===== config.mk =====
export PLATFORM = sky130hd
export DESIGN_NAME = mult_div_ctrl
export DESIGN_NICKNAME = d
export VERILOG_FILES = /design/src/rtl/mult_div_ctrl.sv
export SDC_FILE = /design/constraint.sdc
export NUM_CORES = 1
export LEC_CHECK = 0
export CORE_MARGIN = 5
export CORE_UTILIZATION = 35
export CTS_BUF_LIST = sky130_fd_sc_hd__clkbuf_4
export DETAILED_ROUTE_END_ITERATION = 8
export DONT_BUFFER_PORTS = 1
export GPL_ROUTABILITY_DRIVEN = 0
export GPL_TIMING_DRIVEN = 1
export PLACE_DENSITY_LB_ADDON = 0.05
export SYNTH_ARGS = -nofsm -noshare
export SYNTH_HDL_FRONTEND = slang
export SYNTH_SLANG_ARGS = --single-unit
export TNS_END_PERCENT = 1

===== constraint.sdc =====
create_clock -name clk -period 5.5 [get_ports clk]
set_input_delay 1.1 -clock clk [delete_from_list [all_inputs] [get_ports clk]]
set_output_delay 1.1 -clock clk [all_outputs]
set_load 0.1 [all_outputs]

===== src/rtl/mult_div_ctrl.sv =====
// Sequential signed multiply (radix-2 Booth) / divide (restoring) engine owning HI/LO.
// Optional MULT_DIV_CTRL_DIV_ZERO_EN: short-circuit divide-by-zero to FIN with a div_zero pulse.
module mult_div_ctrl (
  input  logic        clk,
  input  logic        reset,
  input  logic        mult_start,
  input  logic        div_start,
  input  logic [31:0] a,
  input  logic [31:0] b,
  output logic [31:0] hi,
  output logic [31:0] lo,
  output logic        busy,
  output logic        done,
  output logic        div_zero
);
  localparam int DATA_W = 32;

  typedef enum logic [1:0] {S_IDLE, S_RUN, S_FIN} state_t;

  state_t              state_q;
  logic [4:0]          cnt_q;
  logic                op_div_q;
  logic                neg_quo_q, neg_rem_q;
  logic [DATA_W-1:0]   hi_q, lo_q;
  logic                busy_q, done_q;
  logic signed [DATA_W:0] acc_q, acc_d;
  logic [DATA_W-1:0]   q_q, q_d;
  logic                q_m1_q, q_m1_d;
  logic [DATA_W:0]     m_q;
  logic signed [DATA_W:0] booth_sum;
  logic [DATA_W:0]     shifted, diff;
  logic                ge;
  logic [DATA_W-1:0]   hi_d, lo_d;
  logic                accept_mult, accept_div, div_by_zero;

  function automatic logic [DATA_W-1:0] mag(input logic [DATA_W-1:0] x);
    return x[DATA_W-1] ? (~x + 1'b1) : x;
  endfunction

  function automatic logic [DATA_W-1:0] neg_if(input logic [DATA_W-1:0] x, input logic n);
    return n ? (~x + 1'b1) : x;
  endfunction

  assign accept_mult = (state_q == S_IDLE) && mult_start;
  assign accept_div  = (state_q == S_IDLE) && !mult_start && div_start;
`ifdef MULT_DIV_CTRL_DIV_ZERO_EN
  assign div_by_zero = accept_div && (b == '0);
`else
  assign div_by_zero = 1'b0;
`endif

  // One iteration: Booth add/sub + arithmetic shift, or one restoring-division quotient bit
  always_comb begin
    booth_sum = acc_q;
    shifted   = {acc_q[DATA_W-1:0], q_q[DATA_W-1]};
    diff      = shifted - m_q;
    ge        = (shifted >= m_q);
    acc_d     = acc_q;
    q_d       = q_q;
    q_m1_d    = q_m1_q;
    if (!op_div_q) begin
      case ({q_q[0], q_m1_q})
        2'b01:   booth_sum = acc_q + $signed(m_q);
        2'b10:   booth_sum = acc_q - $signed(m_q);
        default: booth_sum = acc_q;
      endcase
      acc_d  = booth_sum >>> 1;
      q_d    = {booth_sum[0], q_q[DATA_W-1:1]};
      q_m1_d = q_q[0];
    end else begin
      acc_d = ge ? {1'b0, diff[DATA_W-1:0]} : {1'b0, shifted[DATA_W-1:0]};
      q_d   = {q_q[DATA_W-2:0], ge};
    end
    if (op_div_q) begin
      hi_d = neg_if(acc_d[DATA_W-1:0], neg_rem_q);
      lo_d = neg_if(q_d, neg_quo_q);
    end else begin
      hi_d = acc_d[DATA_W-1:0];
      lo_d = q_d;
    end
  end

  // Datapath operands and partial results carry no reset; control qualifies their use
  always_ff @(posedge clk) begin
    if (accept_mult) begin
      acc_q    <= '0;
      q_q      <= b;
      q_m1_q   <= 1'b0;
      m_q      <= {a[DATA_W-1], a};
    end else if (accept_div) begin
      acc_q    <= '0;
      q_q      <= mag(a);
      q_m1_q   <= 1'b0;
      m_q      <= {1'b0, mag(b)};
    end else if (state_q == S_RUN) begin
      acc_q    <= acc_d;
      q_q      <= q_d;
      q_m1_q   <= q_m1_d;
    end
  end

  always_ff @(posedge clk or negedge reset) begin
    if (!reset) begin
      state_q   <= S_IDLE;
      cnt_q     <= '0;
      op_div_q  <= 1'b0;
      neg_quo_q <= 1'b0;
      neg_rem_q <= 1'b0;
      hi_q      <= '0;
      lo_q      <= '0;
      busy_q    <= 1'b0;
      done_q    <= 1'b0;
    end else begin
      case (state_q)
        S_IDLE: begin
          done_q <= 1'b0;
          if (accept_mult || accept_div) begin
            op_div_q  <= accept_div;
            neg_quo_q <= a[DATA_W-1] ^ b[DATA_W-1];
            neg_rem_q <= a[DATA_W-1];
            cnt_q     <= '0;
            busy_q    <= 1'b1;
            if (div_by_zero) begin
              state_q <= S_FIN;
              done_q  <= 1'b1;
            end else begin
              state_q <= S_RUN;
            end
          end
        end
        S_RUN: begin
          cnt_q <= cnt_q + 5'd1;
          if (cnt_q == 5'd31) begin
            state_q <= S_FIN;
            hi_q    <= hi_d;
            lo_q    <= lo_d;
            done_q  <= 1'b1;
          end
        end
        default: begin
          state_q <= S_IDLE;
          busy_q  <= 1'b0;
          done_q  <= 1'b0;
        end
      endcase
    end
  end

`ifdef MULT_DIV_CTRL_DIV_ZERO_EN
  logic div_zero_q;
  always_ff @(posedge clk or negedge reset) begin
    if (!reset) div_zero_q <= 1'b0;
    else        div_zero_q <= div_by_zero;
  end
  assign div_zero = div_zero_q;
`else
  assign div_zero = 1'b0;
`endif

  assign hi   = hi_q;
  assign lo   = lo_q;
  assign busy = busy_q;
  assign done = done_q;
endmodule

==> results of run 1 <==
==> cell usage after synthesis, types with 41 or more instances <==
cell type / instances
sky130_fd_sc_hd__dfrtp_1: 76
sky130_fd_sc_hd__nor3_1: 41
sky130_fd_sc_hd__nor2_1: 110
sky130_fd_sc_hd__edfxtp_1: 65
sky130_fd_sc_hd__inv_1: 81
sky130_fd_sc_hd__ha_1: 73
sky130_fd_sc_hd__clkbuf_1: 95
sky130_fd_sc_hd__xnor2_1: 95
sky130_fd_sc_hd__nand3_1: 48
sky130_fd_sc_hd__o21ai_0: 195
sky130_fd_sc_hd__nand2_1: 264
sky130_fd_sc_hd__a21oi_1: 128
sky130_fd_sc_hd__a21o_1: 45
sky130_fd_sc_hd__nand4_1: 41
sky130_fd_sc_hd__xor2_1: 83
==> logic make-up (layout without fill, tap and decap cells) <==
logic type | after synthesis | in the layout | synth area share
DFF | 175 | 175 | 0.2881
other | 1 | 5 | 0.0002382
muxes | 41 | 41 | 0.02663
buffers and inverters | 204 | 211 | 0.05095
AOI/OAI and AO/OA | 666 | 666 | 0.2761
adders and majority gates | 75 | 75 | 0.06057
and+or+nand+nor | 650 | 650 | 0.1985
xor gates and xnor gates | 178 | 178 | 0.09904
==> cell usage in the layout (no fill, tap or decap), drive strengths merged, types with 10 or more instances in the layout <==
cell,Yosys,routed
a211oi,32,32
a21o,45,45
a21oi,128,128
a221oi,19,19
a31oi,34,34
and2,13,13
and3,17,17
buf,23,94
clkbuf,96,17
clkinv,4,11
dfrtp,76,76
dfxtp,34,34
edfxtp,65,65
ha,73,73
inv,81,88
mux2i,34,34
nand2,264,264
nand2b,21,21
nand3,49,49
nand4,41,41
nor2,110,110
nor3,42,42
nor4,19,19
o211ai,25,25
o21ai,197,197
o221ai,14,14
o22ai,14,14
o31ai,38,38
o41ai,10,10
or2,11,11
or3,12,12
or4,19,19
xnor2,95,95
xor2,83,83
==> per-layer routing <==
metal | up-vias | global-route usage | routed length (um)
li1 | 7386 | - | -
met1 | 7421 | 0.3345 | 28020
met2 | 570 | 0.4110 | 29250
met3 | 126 | 0.05773 | 4302
met4 | 0 | 0.09664 | 2626
met5 | - | 0 | 0
==> sequential cells by signal, summed over array words and instances (netlist names), 2 cells and up <==
register  count
q_q          32
cnt_q         5
hi           32
acc_q        33
state_q       2
lo           32
m_q          33
==> layout make-up <==
| cell class | instances | area, um2 | area share |
|---|---|---|---|
| clock buffers | 17 | 127.6 | 0.007408 |
| diodes | 4 | 10.01 | 0.0005811 |
| well taps | 592 | 740.7 | 0.04300 |
| clock inverters | 15 | 227.7 | 0.01322 |
| multi-input cells | 1611 | 10530 | 0.6110 |
| flip-flops and latches | 175 | 4538 | 0.2634 |
| inverters | 85 | 319.1 | 0.01852 |
| repair buffers | 94 | 738.2 | 0.04285 |
==> through the flow <==
stage / instances / util
after global routing: 2593 / 0.3887
final: 2593 / 0.3887
after detailed placement: 2556 / 0.3776
after floorplan: 1990 / -
after CTS: 2589 / 0.3862
after global placement: 2556 / 0.3776
==> path summary, 6_finish.rpt <==
path,slack [ns],from,end
worst max-delay path,0.25,m_q[1],hi[26]
worst min-delay path,0.15,reset,hi[15]
worst max register to register,0.25,m_q[1],hi[26]
worst min register to register,0.50,cnt_q[3],cnt_q[3]
max in group asynchronous,4.91,reset,op_div_q
min in group clk,0.47,a[31],neg_rem_q
==> repair_timing <==
| item | in CTS | in global routing |
|---|---|---|
| resized for setup | 0 | 27 |
| setup endpoints to repair | 0 | 16 |
| hold endpoints to repair | 76 | 0 |
| setup buffers | 0 | 0 |
| hold buffers | 1 | 0 |
==> results.md, run 1 <==
* Core footprint at 0.04432 mm2
* H-tree lvl count at 4
* Critical-path maximum fanout at 9
* Worst hold-check slack at 0.1545 ns
* DRC violations left at 0
* Unique masters post-synth at 86
* Arrival time worst endpoint at 5.94 ns
* Total of fill cells in the finished design at 4741
* Area share of the leading cell type in the synthesized netlist at 0.1240
* Top post-synthesis cells by area: sky130_fd_sc_hd__edfxtp_1 (12%), sky130_fd_sc_hd__dfrtp_1 (12%), sky130_fd_sc_hd__nand2_1 (6.3%)
* Die area at 0.04932 mm2
* Count of yosys warnings during synthesis at 0
* Detailed Route WL at 64200 um
* Transition time at the pin with the least slew margin at 1.015 ns
* Final-report max-slew violation count at 0
* Die extent in x at 222.1 um
* Startpoint Class: register
* Crit. End Element: register
* Final instance area at 0.01723 mm2
* Sinks on Clock Net at 175
* Overall fraction of global-route tracks in use at 0.2551
* Worst-path clk slew at 0.21 ns
* Setup clock skew after layout at 0.03826 ns
* Synthesized Nets at 2133
* Endpoints failing hold at 0
* Path type of the worst setup path: register to register
* Maximum number of pins on one net before global-route repair at 93
* Sum of buffers and inverters on the critical path at 2
* Ys async rst share at 0.4343
* Setup Viol. Count Final at 0
* Type of the most critical hold path: primary input to async pin
* Drt pass-1 iters at 5
* Part of the cycle the worst path needs at 0.9537
* CTS Buffer Depth at 2
* Effective utilization at floorplan at 0.3552
* First-pass GRT wire length at 96630 um
* Number of max-cap violations at 0
* Setup repair after global routing missed its margin: true
* Top achievable clock speed at 190.7 MHz
* Primary flip-flop cell chosen by synthesis mapping: sky130_fd_sc_hd__dfrtp_1
* Critical-path cell with the highest stage delay: sky130_fd_sc_hd__or4_4
* Total vias in the final route at 15500
* Routed Antenna Nets at 0
* Post-layout nets at 2127
* FF+latch count, synth at 175
* Post-DP HPWL at 49960 um
* Number of CTS-inserted buffers at 17
* Via count of the first global-routing pass at 15050
* Port buffer count at 0
* Post-synth EDFFs at 65
* Proportion of synthesized chip area in sequential cells at 0.2881
* Critical path data required time at 6.20 ns
* Antenna violations before repair at 4
* Reg2reg path depth at 19
* Residual overflow from global routing at 0
* Clock tree root driver cell: sky130_fd_sc_hd__clkbuf_4
* Post-synthesis area per instance at 7.910 um2
* Final setup margin at 0.2548 ns
* CP Cell Sequence: inv_1 -> ha_1 -> and3_1 -> a31oi_1 -> xnor2_1 -> ha_1 -> nand4_1 -> a211oi_1 -> buf_4 -> nor2_1 -> o221ai_1 -> xnor2_1 -> o211a_1 -> o2111ai_1 -> or4_4 -> or3b_4 -> o41ai_2 -> xor2_1 -> a21oi_1
* Top Family by Delay on Critical Path: compound AO/OA/AOI/OAI gates
* Remaining max-slew budget at the tightest pin at 0.3231
* Number of logic stages on the critical path including buffering at 19
* Detail-routed via count per cell at 5.979
* Area of the mapped netlist at 0.01574 mm2
* Clock latency on the worst-skew pair at 0.81 ns
* Worst slack after detailed placement at 0.1007 ns
* Clock tree from TritonCTS: yes
* DRT iter0 DRCs at 1442
* Cell accounting for the most synthesized area: sky130_fd_sc_hd__edfxtp_1
* Gate Count Post-Synth at 1990
* Boundary Pins at 135
* Setup_tns at 0 ns
* Layout overhead on the synthesized area at 9.435%
* Number of placement rows at 77
* Min Tclk post-route at 5.245 ns
* Post-place instance area at 0.01673 mm2
* Die Y at 222.1 um
* Result of the run: finished, final reports clean
* Crit path largest cell delay at 0.58 ns
* Routed wire length per instance at 24.76 um
* Share of cells above drive strength 1 at 0.09865
Power of run 1 is not shown: default switching activity piles up to over one toggle a cycle in this logic, so the estimate is an artifact.
==> inputs of run 2 (changes only) <==
CELL_PAD_IN_SITES_DETAIL_PLACEMENT = 0   (was not set)
CELL_PAD_IN_SITES_GLOBAL_PLACEMENT = 1   (was not set)
==> results.md, run 2 (synthesized netlist as in run 1, its figures left out) <==
* Result of the run: finished, final reports clean
* Effective utilization at floorplan at 0.3552 (unchanged)
* H-tree lvl count at 4 (unchanged)
* Worst-path clk slew at 0.21 ns (about the same)
* Detailed-routed wire length on met2 at 30010 um (+2.6%)
* Top achievable clock speed at 191.2 MHz (+0.27%)
* Die area at 0.04932 mm2 (unchanged)
* Routed wire length per instance at 25.09 um (+1.3%)
* Remaining max-slew budget at the tightest pin at 0.2443 (-0.07884)
* Routed Antenna Nets at 0 (unchanged)
* Commonest cells after routing, fill and taps aside: sky130_fd_sc_hd__nand2_1 (263), sky130_fd_sc_hd__o21ai_0 (193), sky130_fd_sc_hd__a21oi_1 (125)
* Layout overhead on the synthesized area at 10.07%
* Sum of buffers and inverters on the critical path at 1 (-1)
* Min Tclk post-route at 5.231 ns (-0.01417 ns)
* Number of logic stages on the critical path including buffering at 19 (unchanged)
* Top Family by Delay on Critical Path: simple AND/OR/NAND/NOR gates
* First-pass GRT wire length at 97940 um (+1.3%)
* Highest metal layer used by the detailed router: met4
* Setup_tns at 0 ns (unchanged)
* Share of cells above drive strength 1 at 0.1063 (+0.007608)
* Antenna violations before repair at 2 (-2)
* Crit. End Element: register
* WL met3 at 4519 um (+5.0%)
* Largest registers: acc_q (33), m_q (33)
* Most common library cell in the layout ignoring fill and taps: sky130_fd_sc_hd__nand2_1
* Total vias in the final route at 15540 (+0.21%)
* CP Cell Sequence: inv_1 -> ha_1 -> and3_1 -> and4_2 -> nor2_1 -> xnor2_1 -> ha_1 -> nand2_1 -> nor2_1 -> o21ai_0 -> a21oi_1 -> o311a_1 -> a31o_2 -> o2111ai_1 -> or4_4 -> or3b_4 -> o41ai_2 -> xor2_1 -> a21oi_1
* DRC violations left at 0 (unchanged)
* Arrival time worst endpoint at 5.90 ns (-0.04 ns)
* Via count of the first global-routing pass at 15100 (+0.29%)
* Clock latency on the worst-skew pair at 0.79 ns (-0.02 ns)
* Area taken by flip-flops and latches at 0.004538 mm2 (unchanged)
* Detail-routed via count per cell at 5.955 (-0.40%)
* CTS Buffer Depth at 2 (unchanged)
* DRT iter0 DRCs at 1527 (+5.9%)
* Residual overflow from global routing at 0 (unchanged)
* Die Y at 222.1 um (unchanged)
* Startpoint Class: register
* Post-DP HPWL at 51310 um (+2.7%)
* Die extent in x at 222.1 um (unchanged)
* Critical-path cell with the highest stage delay: sky130_fd_sc_hd__or4_4
* Clock tree root driver cell: sky130_fd_sc_hd__clkbuf_4
* Total of fill cells in the finished design at 4661 (-1.7%)
* Crit path largest cell delay at 0.58 ns (about the same)
* Sinks on Clock Net at 175 (unchanged)
* Transition time at the pin with the least slew margin at 1.132 ns (+0.1170 ns)
* Critical-path maximum fanout at 8 (-1)
* Drt pass-1 iters at 7 (+2)
* Part of the cycle the worst path needs at 0.9511 (-0.002577)
* Setup Viol. Count Final at 0 (unchanged)
* # Post-CTS Setup Buffers at 0 (unchanged)
* Reg2reg path depth at 19 (unchanged)
* Detailed Route WL at 65450 um (+1.9%)
* Maximum number of pins on one net before global-route repair at 106 (+14%)
* Worst slack after detailed placement at -0.001057 ns (-0.1018 ns)
* Detailed-routing wirelength on met1 at 29020 um (+3.6%)
* Number of placement rows at 77 (unchanged)
* Type of the most critical hold path: primary input to async pin
* Setup clock skew after layout at 0.04128 ns (+0.003023 ns)
* Clock tree from TritonCTS: yes
* Overall fraction of global-route tracks in use at 0.2604 (+0.005284)
* Core footprint at 0.04432 mm2 (unchanged)
* Boundary Pins at 135 (unchanged)
* Final setup margin at 0.2690 ns (+0.01417 ns)
* Path type of the worst setup path: register to register
* Critical path data required time at 6.17 ns (-0.03 ns)
* Port buffer count at 0 (unchanged)
* Number of max-cap violations at 0 (unchanged)
* Post-layout nets at 2144 (+0.80%)
* Setup repair after global routing missed its margin: true
* Final-report max-slew violation count at 0 (unchanged)
* Multi-input logic area at 0.01053 mm2 (about the same)
* Number of CTS-inserted buffers at 17 (unchanged)
* Endpoints failing hold at 0 (unchanged)
[run 2: path summary, 6_finish.rpt]
| check | slack, ns | startpoint | endpoint |
|---|---|---|---|
| setup / recovery | 0.27 | m_q[1] | hi[26] |
| max in group asynchronous | 4.88 | reset | lo[23] |
| hold / removal | 0.13 | reset | neg_rem_q |
| min in group clk | 0.47 | a[31] | neg_rem_q |
| setup reg to reg | 0.27 | m_q[1] | hi[26] |
| hold reg to reg | 0.50 | cnt_q[3] | cnt_q[3] |
[run 2: per-stage QoR]
stage               area, um2  hold slack (ns)    util  instances
finish                  17330           0.1342  0.3910       2609
global route            17330          0.07657  0.3910       2609
CTS                     17210          0.09917  0.3884       2606
detailed placement      16860           0.4734  0.3805       2573
global placement        16860           0.4811  0.3805       2573
floorplan               15740           0.4494       -       1990
[run 2: timing repair]
action	CTS	global route
resized for setup	0	26
endpoints found under the hold margin	76	0
hold buffers	1	0
endpoints found under the setup margin	0	16
[run 2: worst register-to-register path, cell delays in order (launching register included)]
cell and delay, ns:
sky130_fd_sc_hd__edfxtp_1 0.42, sky130_fd_sc_hd__inv_1 0.17, sky130_fd_sc_hd__ha_1 0.20, sky130_fd_sc_hd__and3_1 0.25
sky130_fd_sc_hd__and4_2 0.34, sky130_fd_sc_hd__nor2_1 0.07, sky130_fd_sc_hd__xnor2_1 0.16, sky130_fd_sc_hd__ha_1 0.43
sky130_fd_sc_hd__nand2_1 0.18, sky130_fd_sc_hd__nor2_1 0.27, sky130_fd_sc_hd__o21ai_0 0.27, sky130_fd_sc_hd__a21oi_1 0.20
sky130_fd_sc_hd__o311a_1 0.24, sky130_fd_sc_hd__a31o_2 0.15, sky130_fd_sc_hd__o2111ai_1 0.15, sky130_fd_sc_hd__or4_4 0.58
sky130_fd_sc_hd__or3b_4 0.43, sky130_fd_sc_hd__o41ai_2 0.37, sky130_fd_sc_hd__xor2_1 0.18, sky130_fd_sc_hd__a21oi_1 0.08
[run 2: area by class of cell]
| class | instances | share of cell area |
|---|---|---|
| Multi-Input combinational cell | 1611 | 0.6077 |
| Sequential cell | 175 | 0.2619 |
| Timing Repair Buffer | 111 | 0.04997 |
| Tap cell | 592 | 0.04275 |
| Inverter | 85 | 0.01841 |
| Clock inverter | 15 | 0.01141 |
| Clock buffer | 17 | 0.007366 |
| Antenna cell | 3 | 0.0004333 |
[run 2: routing by layer]
| metal | global-route usage | up-vias |
|---|---|---|
| met4 | 0.07815 | 0 |
| met5 | 0 | - |
| li1 | - | 7396 |
| met3 | 0.06289 | 68 |
| met1 | 0.3487 | 7560 |
| met2 | 0.4181 | 512 |
Power of run 2 is left out for the same reason.
==> inputs of run 3 (changes only) <==
SLEW_MARGIN = 20   (was not set)
==> results.md, run 3 (synthesized netlist as in run 1, its figures left out) <==
* Result of the run: finished, final reports clean
* Final-report max-slew violation count at 0 (unchanged)
* Total vias in the final route at 15580 (+0.28%)
* Largest registers: acc_q (33), m_q (33)
* Layout overhead on the synthesized area at 10.11% (about the same)
* Boundary Pins at 135 (unchanged)
* Number of placement rows at 77 (unchanged)
* Die Y at 222.1 um (unchanged)
* Number of CTS-inserted buffers at 17 (unchanged)
* Setup slack of the worst register-to-register path at 0.25 ns (-0.02 ns)
* Path type of the worst setup path: register to register
* WL met3 at 4702 um (+4.0%)
* Worst-path clk slew at 0.21 ns (about the same)
* Clock tree from TritonCTS: yes
* Most common library cell in the layout ignoring fill and taps: sky130_fd_sc_hd__nand2_1
* Setup clock skew after layout at 0.04242 ns (+0.001137 ns)
* Critical-path maximum fanout at 8 (unchanged)
* First-pass GRT wire length at 97940 um (unchanged)
* Detail-routed via count per cell at 5.971 (+0.28%)
* # Post-CTS Setup Buffers at 0 (unchanged)
* Crit. End Element: register
* Clock tree root driver cell: sky130_fd_sc_hd__clkbuf_4
* Reg2reg path depth at 19 (unchanged)
* Share of cells above drive strength 1 at 0.1068 (+0.0004965)
* Antenna violations before repair at 2 (unchanged)
* Routed Antenna Nets at 0 (unchanged)
* Startpoint Class: register
* Core footprint at 0.04432 mm2 (unchanged)
* Overall fraction of global-route tracks in use at 0.2604 (unchanged)
* Remaining max-slew budget at the tightest pin at 0.2499 (+0.005610)
* Post-layout nets at 2144 (unchanged)
* Residual overflow from global routing at 0 (unchanged)
* Number of max-cap violations at 0 (unchanged)
* DRT iter0 DRCs at 1557 (+2.0%)
* Post-DP HPWL at 51310 um (unchanged)
* Sinks on Clock Net at 175 (unchanged)
* Via count of the first global-routing pass at 15100 (unchanged)
* CP endpoint: hi[26]
* Detailed-routing wirelength on met1 at 28880 um (-0.45%)
* Routed wire length per instance at 25.09 um (about the same)
* Total of fill cells in the finished design at 4660 (-0.021%)
* Port buffer count at 0 (unchanged)
* Highest metal layer used by the detailed router: met4
* Die extent in x at 222.1 um (unchanged)
* Commonest cells after routing, fill and taps aside: sky130_fd_sc_hd__nand2_1 (263), sky130_fd_sc_hd__o21ai_0 (193), sky130_fd_sc_hd__a21oi_1 (125)
* Critical path data required time at 6.17 ns (about the same)
* DRC violations left at 0 (unchanged)
* Multi-input logic area at 0.01054 mm2 (about the same)
* Type of the most critical hold path: primary input to async pin
* Launch instance of the worst register-to-register path: m_q[1]
* Die area at 0.04932 mm2 (unchanged)
* Setup Viol. Count Final at 0 (unchanged)
* Top achievable clock speed at 190.6 MHz (-0.32%)
* Endpoints failing hold at 0 (unchanged)
* Arrival time worst endpoint at 5.92 ns (+0.02 ns)
* Maximum number of pins on one net before global-route repair at 106 (unchanged)
* Detailed Route WL at 65470 um (about the same)
* Setup repair after global routing missed its margin: true
* Worst reg2reg endpoint: hi[26]
* Final core area utilization at 0.3911 (about the same)
* Clock latency on the worst-skew pair at 0.79 ns (about the same)
* Transition time at the pin with the least slew margin at 1.124 ns (-0.008406 ns)
* CTS Buffer Depth at 2 (unchanged)
* Area taken by flip-flops and latches at 0.004538 mm2 (unchanged)
* Critical Path Start: m_q[1]
* H-tree lvl count at 4 (unchanged)
* Effective utilization at floorplan at 0.3552 (unchanged)
* Min Tclk post-route at 5.248 ns (+0.01659 ns)
* Drt pass-1 iters at 8 (+1)
* Detailed-routed wire length on met2 at 29820 um (-0.63%)
* Part of the cycle the worst path needs at 0.9541 (+0.003015)
run 3: cell types whose count changed in the layout (fill, tap and decap cells not counted):
cell / change
sky130_fd_sc_hd__nor4_2: +1
sky130_fd_sc_hd__nor4_1: -1
run 3: per-layer routing:
layer / vias up / track usage
met5: - / 0
met4: 0 / 0.07815
met3: 89 / 0.06289
met2: 543 / 0.4181
met1: 7536 / 0.3487
li1: 7411 / -
run 3: how the worst min path moves through the flow:
stage	start	end
6_report	reset	neg_rem_q
3_5_place_dp	cnt_q[3]	cnt_q[3]
3_3_place_gp	acc_q[32]	acc_q[32]
2_1_floorplan	cnt_q[3]	cnt_q[3]
4_1_cts	reset	neg_quo_q
5_1_grt	reset	neg_rem_q
run 3: worst max-delay path, stage by stage (launching register included):
cell	delay (ns)
sky130_fd_sc_hd__edfxtp_1	0.42
sky130_fd_sc_hd__inv_1	0.18
sky130_fd_sc_hd__ha_1	0.20
sky130_fd_sc_hd__and3_1	0.25
sky130_fd_sc_hd__and4_2	0.34
sky130_fd_sc_hd__nor2_1	0.07
sky130_fd_sc_hd__xnor2_1	0.16
sky130_fd_sc_hd__ha_1	0.43
sky130_fd_sc_hd__nand2_1	0.18
sky130_fd_sc_hd__nor2_1	0.28
sky130_fd_sc_hd__o21ai_0	0.27
sky130_fd_sc_hd__a21oi_1	0.20
sky130_fd_sc_hd__o311a_1	0.24
sky130_fd_sc_hd__a31o_2	0.15
sky130_fd_sc_hd__o2111ai_1	0.15
sky130_fd_sc_hd__or4_4	0.58
sky130_fd_sc_hd__or3b_4	0.43
sky130_fd_sc_hd__o41ai_2	0.36
sky130_fd_sc_hd__xor2_1	0.18
sky130_fd_sc_hd__a21oi_1	0.08
run 3: repair_timing:
item,CTS,global route
hold endpoints to repair,76,0
endpoints found under the setup margin,0,16
gates resized for setup,0,26
hold buffers,1,0
run 3: layout make-up:
type / instances / share of cell area
repair buffers: 111 / 0.04995
clock buffers: 17 / 0.007363
flip-flops and latches: 175 / 0.2618
clock inverters: 15 / 0.01141
well taps: 592 / 0.04273
diodes: 3 / 0.0004331
inverters: 85 / 0.01841
multi-input cells: 1611 / 0.6079
run 3: stage by stage:
step                      cells  setup TNS, ns  instance area [um2]  setup slack (ns)  hold WS [ns]
after floorplan            1990              0                15740            0.6930        0.4494
after global placement     2573              0                16860           0.08598        0.4811
after detailed placement   2573      -0.001057                16860         -0.001057        0.4734
after CTS                  2606              0                17210        0.00009370       0.09917
after global routing       2609       -0.02479                17330          -0.02479       0.07657
final                      2609              0                17330            0.2524        0.1305
Power of run 3 is left out for the same reason.
